**src/rtl/async_fifo_wr_ptr_if.sv**
```systemverilog
// Write-side bus of the async FIFO pointer block.
// Producer-facing signals, the RAM write port and the synchronised read pointer
// are bundled here so the pointer block and its user share one declaration.
// Handshake: wr_accept is combinational from wr_en and the registered full flag;
// a write takes effect on the rising edge of clk where wr_en and wr_accept are
// both high, and a wr_en refused by full is counted as an overflow.
interface async_fifo_wr_ptr_if #(
    parameter int PTR = 4
);
    logic           wr_en;
    logic [PTR:0]   rd_gray_sync;
    logic           wr_accept;
    logic [PTR-1:0] wr_addr;
    logic [PTR:0]   wr_gray;
    logic           full;
    logic           almost_full;
    logic [PTR:0]   wr_level;
    logic           overflow;

    // Producer / environment side
    modport master (
        output wr_en,
        output rd_gray_sync,
        input  wr_accept,
        input  wr_addr,
        input  wr_gray,
        input  full,
        input  almost_full,
        input  wr_level,
        input  overflow
    );

    // Pointer block side
    modport slave (
        input  wr_en,
        input  rd_gray_sync,
        output wr_accept,
        output wr_addr,
        output wr_gray,
        output full,
        output almost_full,
        output wr_level,
        output overflow
    );
endinterface

```
**src/rtl/async_fifo_wr_ptr.sv**
```systemverilog
// Write-domain pointer and flag block of the async FIFO.
// Holds the binary write pointer (one extra wrap bit), publishes a registered
// Gray copy for the read-domain synchroniser, and derives full, almost_full,
// fill level and a sticky overflow flag from the synchronised read Gray pointer.
// Flags are computed from the next-state pointer so they are never optimistic;
// they may lag a read by the synchroniser latency.
module async_fifo_wr_ptr #(
    parameter int PTR       = 4,
    parameter int AF_MARGIN = 2
) (
    input  logic                clk,
    input  logic                rst_n,
    async_fifo_wr_ptr_if.slave  bus
);
    localparam int           DEPTH    = 1 << PTR;
    localparam logic [PTR:0] AF_LEVEL = (PTR + 1)'(DEPTH - AF_MARGIN);

    logic [PTR:0] wr_bin_q,  wr_bin_d;
    logic [PTR:0] wr_gray_q, wr_gray_d;
    logic [PTR:0] level_q,   level_d;
    logic         full_q,    full_d;
    logic         af_q,      af_d;
    logic         ovf_q,     ovf_d;
    logic [PTR:0] rd_bin;
    logic         wr_accept;

    // A write is refused only by the registered full flag, so the producer sees no latency
    assign wr_accept = bus.wr_en & ~full_q;

    // Gray-to-binary of the synchronised read pointer: bit i is the XOR of Gray bits PTR..i
    always_comb begin
        rd_bin = '0;
        for (int i = 0; i <= PTR; i++) begin
            rd_bin[i] = ^(bus.rd_gray_sync >> i);
        end
    end

    // Next-state pointer and flags; a write and a read advance in the same cycle both land here
    always_comb begin
        wr_bin_d  = wr_bin_q + (PTR + 1)'(wr_accept);
        wr_gray_d = wr_bin_d ^ (wr_bin_d >> 1);
        // Full when the write pointer is exactly one lap ahead: Gray top two bits inverted
        full_d    = (wr_gray_d == {~bus.rd_gray_sync[PTR:PTR-1], bus.rd_gray_sync[PTR-2:0]});
        level_d   = wr_bin_d - rd_bin;
        af_d      = (level_d >= AF_LEVEL);
        ovf_d     = ovf_q | (bus.wr_en & full_q);
    end

    // Pointer, flag and level registers; reset discards all pointer state
    always_ff @(posedge clk) begin
        if (!rst_n) begin
            wr_bin_q  <= '0;
            wr_gray_q <= '0;
            level_q   <= '0;
            full_q    <= 1'b0;
            af_q      <= 1'b0;
            ovf_q     <= 1'b0;
        end else begin
            wr_bin_q  <= wr_bin_d;
            wr_gray_q <= wr_gray_d;
            level_q   <= level_d;
            full_q    <= full_d;
            af_q      <= af_d;
            ovf_q     <= ovf_d;
        end
    end

    assign bus.wr_accept   = wr_accept;
    assign bus.wr_addr     = wr_bin_q[PTR-1:0];
    assign bus.wr_gray     = wr_gray_q;
    assign bus.full        = full_q;
    assign bus.almost_full = af_q;
    assign bus.wr_level    = level_q;
    assign bus.overflow    = ovf_q;
endmodule

```
**src/flat_wrapper.sv**
```systemverilog
// flat-port wrapper written by rule: the top's interface ports become plain ports
module async_fifo_wr_ptr_flat 
#(
    parameter int PTR       = 4,
    parameter int AF_MARGIN = 2
)
  (clk, rst_n, bus_wr_en, bus_rd_gray_sync, bus_wr_accept, bus_wr_addr, bus_wr_gray, bus_full, bus_almost_full, bus_wr_level, bus_overflow);
  async_fifo_wr_ptr_if #(.PTR(PTR)) bus_i ();
  input  logic clk;
  input  logic rst_n;
  input wire logic [$bits(bus_i.wr_en)-1:0] bus_wr_en;
  input wire logic [$bits(bus_i.rd_gray_sync)-1:0] bus_rd_gray_sync;
  output wire logic [$bits(bus_i.wr_accept)-1:0] bus_wr_accept;
  output wire logic [$bits(bus_i.wr_addr)-1:0] bus_wr_addr;
  output wire logic [$bits(bus_i.wr_gray)-1:0] bus_wr_gray;
  output wire logic [$bits(bus_i.full)-1:0] bus_full;
  output wire logic [$bits(bus_i.almost_full)-1:0] bus_almost_full;
  output wire logic [$bits(bus_i.wr_level)-1:0] bus_wr_level;
  output wire logic [$bits(bus_i.overflow)-1:0] bus_overflow;
  assign bus_i.wr_en = bus_wr_en;
  assign bus_i.rd_gray_sync = bus_rd_gray_sync;
  assign bus_wr_accept = bus_i.wr_accept;
  assign bus_wr_addr = bus_i.wr_addr;
  assign bus_wr_gray = bus_i.wr_gray;
  assign bus_full = bus_i.full;
  assign bus_almost_full = bus_i.almost_full;
  assign bus_wr_level = bus_i.wr_level;
  assign bus_overflow = bus_i.overflow;
  async_fifo_wr_ptr #(.PTR(PTR), .AF_MARGIN(AF_MARGIN)) u_core (.clk(clk), .rst_n(rst_n), .bus(bus_i));
endmodule
```
**config.mk**
```make
export PLATFORM = sky130hd
export DESIGN_NAME = async_fifo_wr_ptr_flat
export DESIGN_NICKNAME = d
export VERILOG_FILES = /design/src/rtl/async_fifo_wr_ptr_if.sv /design/src/rtl/async_fifo_wr_ptr.sv /design/src/flat_wrapper.sv
export SDC_FILE = /design/constraint.sdc
export NUM_CORES = 1
export LEC_CHECK = 0
export ABC_AREA = 1
export BUFFER_PORTS_ARGS = -buffer_cell sky130_fd_sc_hd__clkbuf_2
export CAP_MARGIN = 20
export CORE_MARGIN = 1.5
export CORE_UTILIZATION = 50
export DETAILED_ROUTE_END_ITERATION = 16
export GPL_ROUTABILITY_DRIVEN = 0
export HOLD_SLACK_MARGIN = 0.15
export PLACE_DENSITY_LB_ADDON = 0.12
export SETUP_SLACK_MARGIN = 0.02
export SLEW_MARGIN = 20
export SYNTH_ARGS = -nofsm -noshare
export SYNTH_HDL_FRONTEND = slang
export SYNTH_SLANG_ARGS = --single-unit
```
**constraint.sdc**
```tcl
create_clock -name clk -period 2.55 [get_ports clk]
set_clock_uncertainty 0.2 [all_clocks]
set_input_delay 0.255 -clock clk [delete_from_list [all_inputs] [get_ports clk]]
set_output_delay 0.255 -clock clk [all_outputs]
set_load 0.02 [all_outputs]
```
# [Word-level counts from Yosys, hierarchy flattened]
# Index checks and enable logic that the tools add are counted.
# W data, S select, Z words.
[classes] n_bitwise=6 addsub=2 magnitude_cmp=1 n_reduce_logical=5 eq_ne=1
[op_table] op="$reduce_xor A5 Y1" count=5
[op_table] op="$add A5 B1 Y5" count=1
[op_table] op="$eq A5 B5 Y1" count=1
[op_table] op="$ge A5 B4 Y1 const B" count=1
[op_table] op="$sub A5 B5 Y5" count=1
[op_table] op="$xor A5 B4 Y5" count=1
[op_table] op="$and A1 B1 Y1" count=2
[op_table] op="$not A2 Y2" count=1
[op_table] op="$not A1 Y1" count=1
[op_table] op="$or A1 B1 Y1" count=1
[totals] out_inout_bits=18 input_bits=8 word_cells=21 ff_bits=18

# [Longest topological paths before layout]
[depth] ltp_word=5 depth_mapped=17 ltp_nobuf=17

# [Worst setup path before layout]
# OpenSTA, ideal clock, no wires.
[synth_timing] path_kind="reg-to-reg" startpoint="reg u_core.full_q (netlist: u_core.bus.full)" endpoint="reg u_core.af_q (netlist: u_core.bus.almost_full)" path_buffers=0 required_time_ps=2235 path_slack_ps=-41 setup_time_ps=115 stages_incl_launch_ff=16 t_arrival_ps=2276 period_less_slack_ps=2591 path_cell_list="dfxtp_1 > nor2_1 > ha_1 > ha_1 > nand2_1 > nand2_2 > inv_2 > ha_1 > nand2_1 > nand2_1 > nor2_1 > inv_1 > nand2_1 > nand2_1 > nand3_1 > nand2_1"
[synth_between] elab_chain_cells=5
[synth_lines] item="start: declaration" line_no="async_fifo_wr_ptr.sv:21" text="logic full_q, full_d;"
[synth_lines] item="start signal: assignment" line_no="async_fifo_wr_ptr.sv:62" text="full_q <= full_d;"
[synth_lines] item="$not A1 Y1" line_no="async_fifo_wr_ptr.sv:28" text="assign wr_accept = bus.wr_en & ~full_q;"
[synth_lines] item="$and A1 B1 Y1" line_no="async_fifo_wr_ptr.sv:28"
[synth_lines] item="named net bus_wr_accept" line_no="flat_wrapper.sv:13" text="output wire logic [$bits(bus_i.wr_accept)-1:0] bus_wr_accept;"
[synth_lines] item="$add A5 B1 Y5" line_no="async_fifo_wr_ptr.sv:40" text="wr_bin_d = wr_bin_q + (PTR + 1)'(wr_accept);"
[synth_lines] item="named net u_core.wr_bin_d[2]" line_no="async_fifo_wr_ptr.sv:18" text="logic [PTR:0] wr_bin_q, wr_bin_d;"
[synth_lines] item="$sub A5 B5 Y5" line_no="async_fifo_wr_ptr.sv:44" text="level_d = wr_bin_d - rd_bin;"
[synth_lines] item="$ge A5 B4 Y1" line_no="async_fifo_wr_ptr.sv:45" text="af_d = (level_d >= AF_LEVEL);"
[synth_lines] item="end signal: assignment" line_no="async_fifo_wr_ptr.sv:56" text="af_q <= 1'b0;"
[synth_lines] item="end signal: assignment" line_no="async_fifo_wr_ptr.sv:63" text="af_q <= af_d;"
[synth_lines] item="end: declaration" line_no="async_fifo_wr_ptr.sv:22" text="logic af_q, af_d;"
# The timed path passes the listed nets, and every way through them passes these cells.
# A chain may end at the register's enable or synchronous reset.

# [Final worst setup path]
[layout_timing] startpoint="reg u_core.full_q (netlist: u_core.bus.full)" endpoint="reg u_core.full_q (netlist: u_core.bus.full)"
[layout_between] elab_chain_cells=5
[layout_lines] item="$not A1 Y1" line_no="async_fifo_wr_ptr.sv:28"
[layout_lines] item="$and A1 B1 Y1" line_no="async_fifo_wr_ptr.sv:28"
[layout_lines] item="$add A5 B1 Y5" line_no="async_fifo_wr_ptr.sv:40"
[layout_lines] item="named net u_core.wr_bin_d[1]" line_no="async_fifo_wr_ptr.sv:18"
[layout_lines] item="$xor A5 B4 Y5" line_no="async_fifo_wr_ptr.sv:41" text="wr_gray_d = wr_bin_d ^ (wr_bin_d >> 1);"
[layout_lines] item="$eq A5 B5 Y1" line_no="async_fifo_wr_ptr.sv:43" text="full_d = (wr_gray_d == {~bus.rd_gray_sync[PTR:PTR-1], bus.rd_gray_sync[PTR-2:0]});"
# The timed path passes the listed nets, and every way through them passes these cells.

==> impl_metrics.json <==
{
  "power_frac_clock_pct": 20.6,
  "place_worst_setup_slack_ns": 0.0785,
  "min-delay-path-class": "in -> reg",
  "synth.lib_cells_used.distinct": 17,
  "relSlewSlack_pct": 74.4,
  "period_share_pct": 94.0,
  "seqPwrFrac_pct": 43.0,
  "critical_path.endpoint_type": "flip-flop",
  "layout_overhead_on_the_synthesized_area_pct": 27.9,
  "fp.dieW_um": 46.6,
  "p_sw_w": 0.000256,
  "min_period_ns": 2.40,
  "number_of_hold_slack_violations_in_the_final_timing_report": 0,
  "layout_cell_share_with_drive_strength_beyond_1_pct": 26.9,
  "grt_remaining_overflow": 0,
  "wire_length_of_the_first_global_routing_pass_mm": 3.17,
  "comb_power_share_pct": 36.4,
  "ant_nets": 0,
  "synthDominantAreaCellType": "sky130_fd_sc_hd__dfxtp_1",
  "postCtsSetupBuffers": 0,
  "yosysTopAreaCellShare_pct": 35.7,
  "yosys_register_bits": 17,
  "leakage_power_nw": 0.684,
  "cts.reportedPaths.clkPinSlew_ns": 0.09,
  "placementRows": 15,
  "via_count_of_the_first_global_routing_pass": 769,
  "nFillCells": 174,
  "drt-total-wl_mm": 2.02,
  "finalCoreUtilization_pct": 69.0,
  "drv_cap": 0,
  "buffer_ports.inserted": 25,
  "drt_pass1_iterations": 4,
  "synth-seq-area-share_pct": 35.7,
  "peakVddDrop_v": 0.000376,
  "cts.htree.levels": 1,
  "intPower_w": 0.000460,
  "finalSetupViolations": 0,
  "p_per_area_nw_per_um2": 588,
  "most-common-layout-cells": "sky130_fd_sc_hd__nand2_1 (39), sky130_fd_sc_hd__clkbuf_2 (25), sky130_fd_sc_hd__inv_1 (20)",
  "cts_inserted_buffers": 3,
  "crit_fanout": 4,
  "setup_total_negative_slack_ns": 0,
  "drc": 0,
  "critical_path_required_ns": 2.54,
  "tightestPinTransition_ns": 0.383,
  "slew_violations": 0,
  "postSynthNetCount": 151,
  "clk_lat_worst_skew_ns": 0.30,
  "detail_route.iter0.violations": 25,
  "final.setup.worst_slack_ns": 0.154,
  "layout_commonest_cell": "sky130_fd_sc_hd__nand2_1",
  "synth.cell_area_sq_um": 952,
  "detailedPlacementHpwl_mm": 1.60,
  "initial_core_util_pct": 54.0,
  "status": "complete, no violations",
  "finalNetCount": 186,
  "yosysWarnings": 0,
  "chipHeight_um": 46.6,
  "track_usage_pct": 20.9,
  "num_vias": 941,
  "timing.setup.critical_path_class": "reg -> reg",
  "boundaryPins": 26,
  "routed_wl_per_cell_um": 10.3,
  "syn_avg_cell_area_sq_um": 6.95,
  "detail_route.vias_per_cell": 4.80,
  "cts_sinks": 17,
  "pin_count_of_the_biggest_net_entering_global_routing": 13,
  "antenna_found_initial": 0,
  "tritoncts_clock_tree": "done",
  "core_area_sq_um": 1760,
  "cts_root_buffer": "sky130_fd_sc_hd__clkbuf_4",
  "critPathArrivalTime_ns": 2.38,
  "power.switching_fraction_pct": 35.7,
  "max_freq_mhz": 417,
  "antenna-diode-count": 0,
  "dieArea_sq_um": 2180,
  "setup_repair_after_global_routing_missed_its_margin": "false",
  "cts_buffer_depth": 2,
  "netlist_instances": 137,
  "cell_types_with_the_largest_area_share_after_synthesis": "sky130_fd_sc_hd__dfxtp_1 (36%), sky130_fd_sc_hd__nand2_1 (15%), sky130_fd_sc_hd__nand3_1 (8.4%)",
  "cp-start-kind": "flip-flop"
}
[synth_stat cells (all sizes together)]
cell type / n
nand2: 43
inv: 22
nand3: 18
nor2: 18
dfxtp: 17
ha: 5
a21oi: 4
nand4: 3
xor2: 3
clkbuf: 1
fa: 1
xnor2: 1
xnor3: 1
[repair_timing]
item | 4_1_cts | 5_1_grt
endpoints found under the hold margin | 6 | 0
hold buffers | 4 | 0
endpoints found under the setup margin | 0 | 4
gates resized for setup | 0 | 7
[final timing paths]
check                                          from                     end  slack (ns)  cells past startpoint
worst min register to register  u_core.bus.overflow     u_core.bus.overflow        0.29                      2
worst max register to register      u_core.bus.full         u_core.bus.full        0.15                     11
worst min-delay path            bus_rd_gray_sync[4]  u_core.bus.almost_full        0.27                      6
worst max-delay path                u_core.bus.full         u_core.bus.full        0.15                     11
[cell type report]
class | instances | area (sq um) | share of cell area (%)
multi-input cells | 97 | 556 | 45.6
flip-flops and latches | 17 | 340 | 28.0
repair buffers | 31 | 180 | 14.8
inverters | 22 | 82.6 | 6.78
well taps | 25 | 31.3 | 2.57
clock buffers | 3 | 22.5 | 1.85
clock inverters | 1 | 5.00 | 0.411
[logic make-up after synthesis]
logic type,share of synthesized area (%)
compound gates,2.10
xor+xnor,6.83
simple gates,37.6
flops,35.7
buf+inv,9.07
fa+ha+maj,8.67
[sequential cells by signal (all words and copies together) (netlist names)]
| name | flops |
|---|---|
| u_core.bus.almost_full | 1 |
| u_core.bus.full | 1 |
| u_core.bus.overflow | 1 |
| u_core.bus.wr_gray | 5 |
| u_core.bus.wr_level | 5 |
| u_core.wr_bin_q | 4 |
[power groups by stage]
| stage | Clock, W | Combinational [W] | Sequential [W] |
|---|---|---|---|
| 2_1_floorplan | 0 | 0.000131 | 0.000350 |
| 3_3_place_gp | 0 | 0.000236 | 0.000311 |
| 3_5_place_dp | 0 | 0.000244 | 0.000312 |
| 4_1_cts | 0.000151 | 0.000249 | 0.000307 |
| 5_1_grt | 0.000162 | 0.000294 | 0.000310 |
| 6_report | 0.000147 | 0.000261 | 0.000308 |
[critical path, cell delays in order, from the launching register on]
cell and delay (ns):
sky130_fd_sc_hd__dfxtp_1 0.34, sky130_fd_sc_hd__nor2_2 0.15, sky130_fd_sc_hd__ha_4 0.17, sky130_fd_sc_hd__ha_2 0.27
sky130_fd_sc_hd__buf_4 0.16, sky130_fd_sc_hd__xnor2_2 0.20, sky130_fd_sc_hd__nand2_1 0.07, sky130_fd_sc_hd__nand2_1 0.06
sky130_fd_sc_hd__nor2_1 0.04, sky130_fd_sc_hd__nand3_1 0.07, sky130_fd_sc_hd__nor2_1 0.04, sky130_fd_sc_hd__dlygate4sd3_1 0.54
[per-layer routing]
| metal | GRT usage [%] | vias to the layer above | wire length, um |
|---|---|---|---|
| met5 | 0 | - | 0 |
| li1 | - | 492 | - |
| met4 | 6.67 | 0 | 23 |
| met1 | 27.9 | 422 | 971 |
| met3 | 3.53 | 3 | 80 |
| met2 | 34.2 | 24 | 947 |
[metrics by stage]
| stage | total power [W] | instances | hold WS, ns | cell area, sq um |
|---|---|---|---|---|
| after floorplan | 0.000481 | 137 | 0.153 | 955 |
| after global placement | 0.000546 | 188 | 0.252 | 1120 |
| after detailed placement | 0.000556 | 188 | 0.273 | 1120 |
| after CTS | 0.000707 | 196 | 0.256 | 1190 |
| after global routing | 0.000767 | 196 | 0.303 | 1220 |
| final | 0.000715 | 196 | 0.267 | 1220 |
No activity file was read; power rests on OpenSTA's default activity.
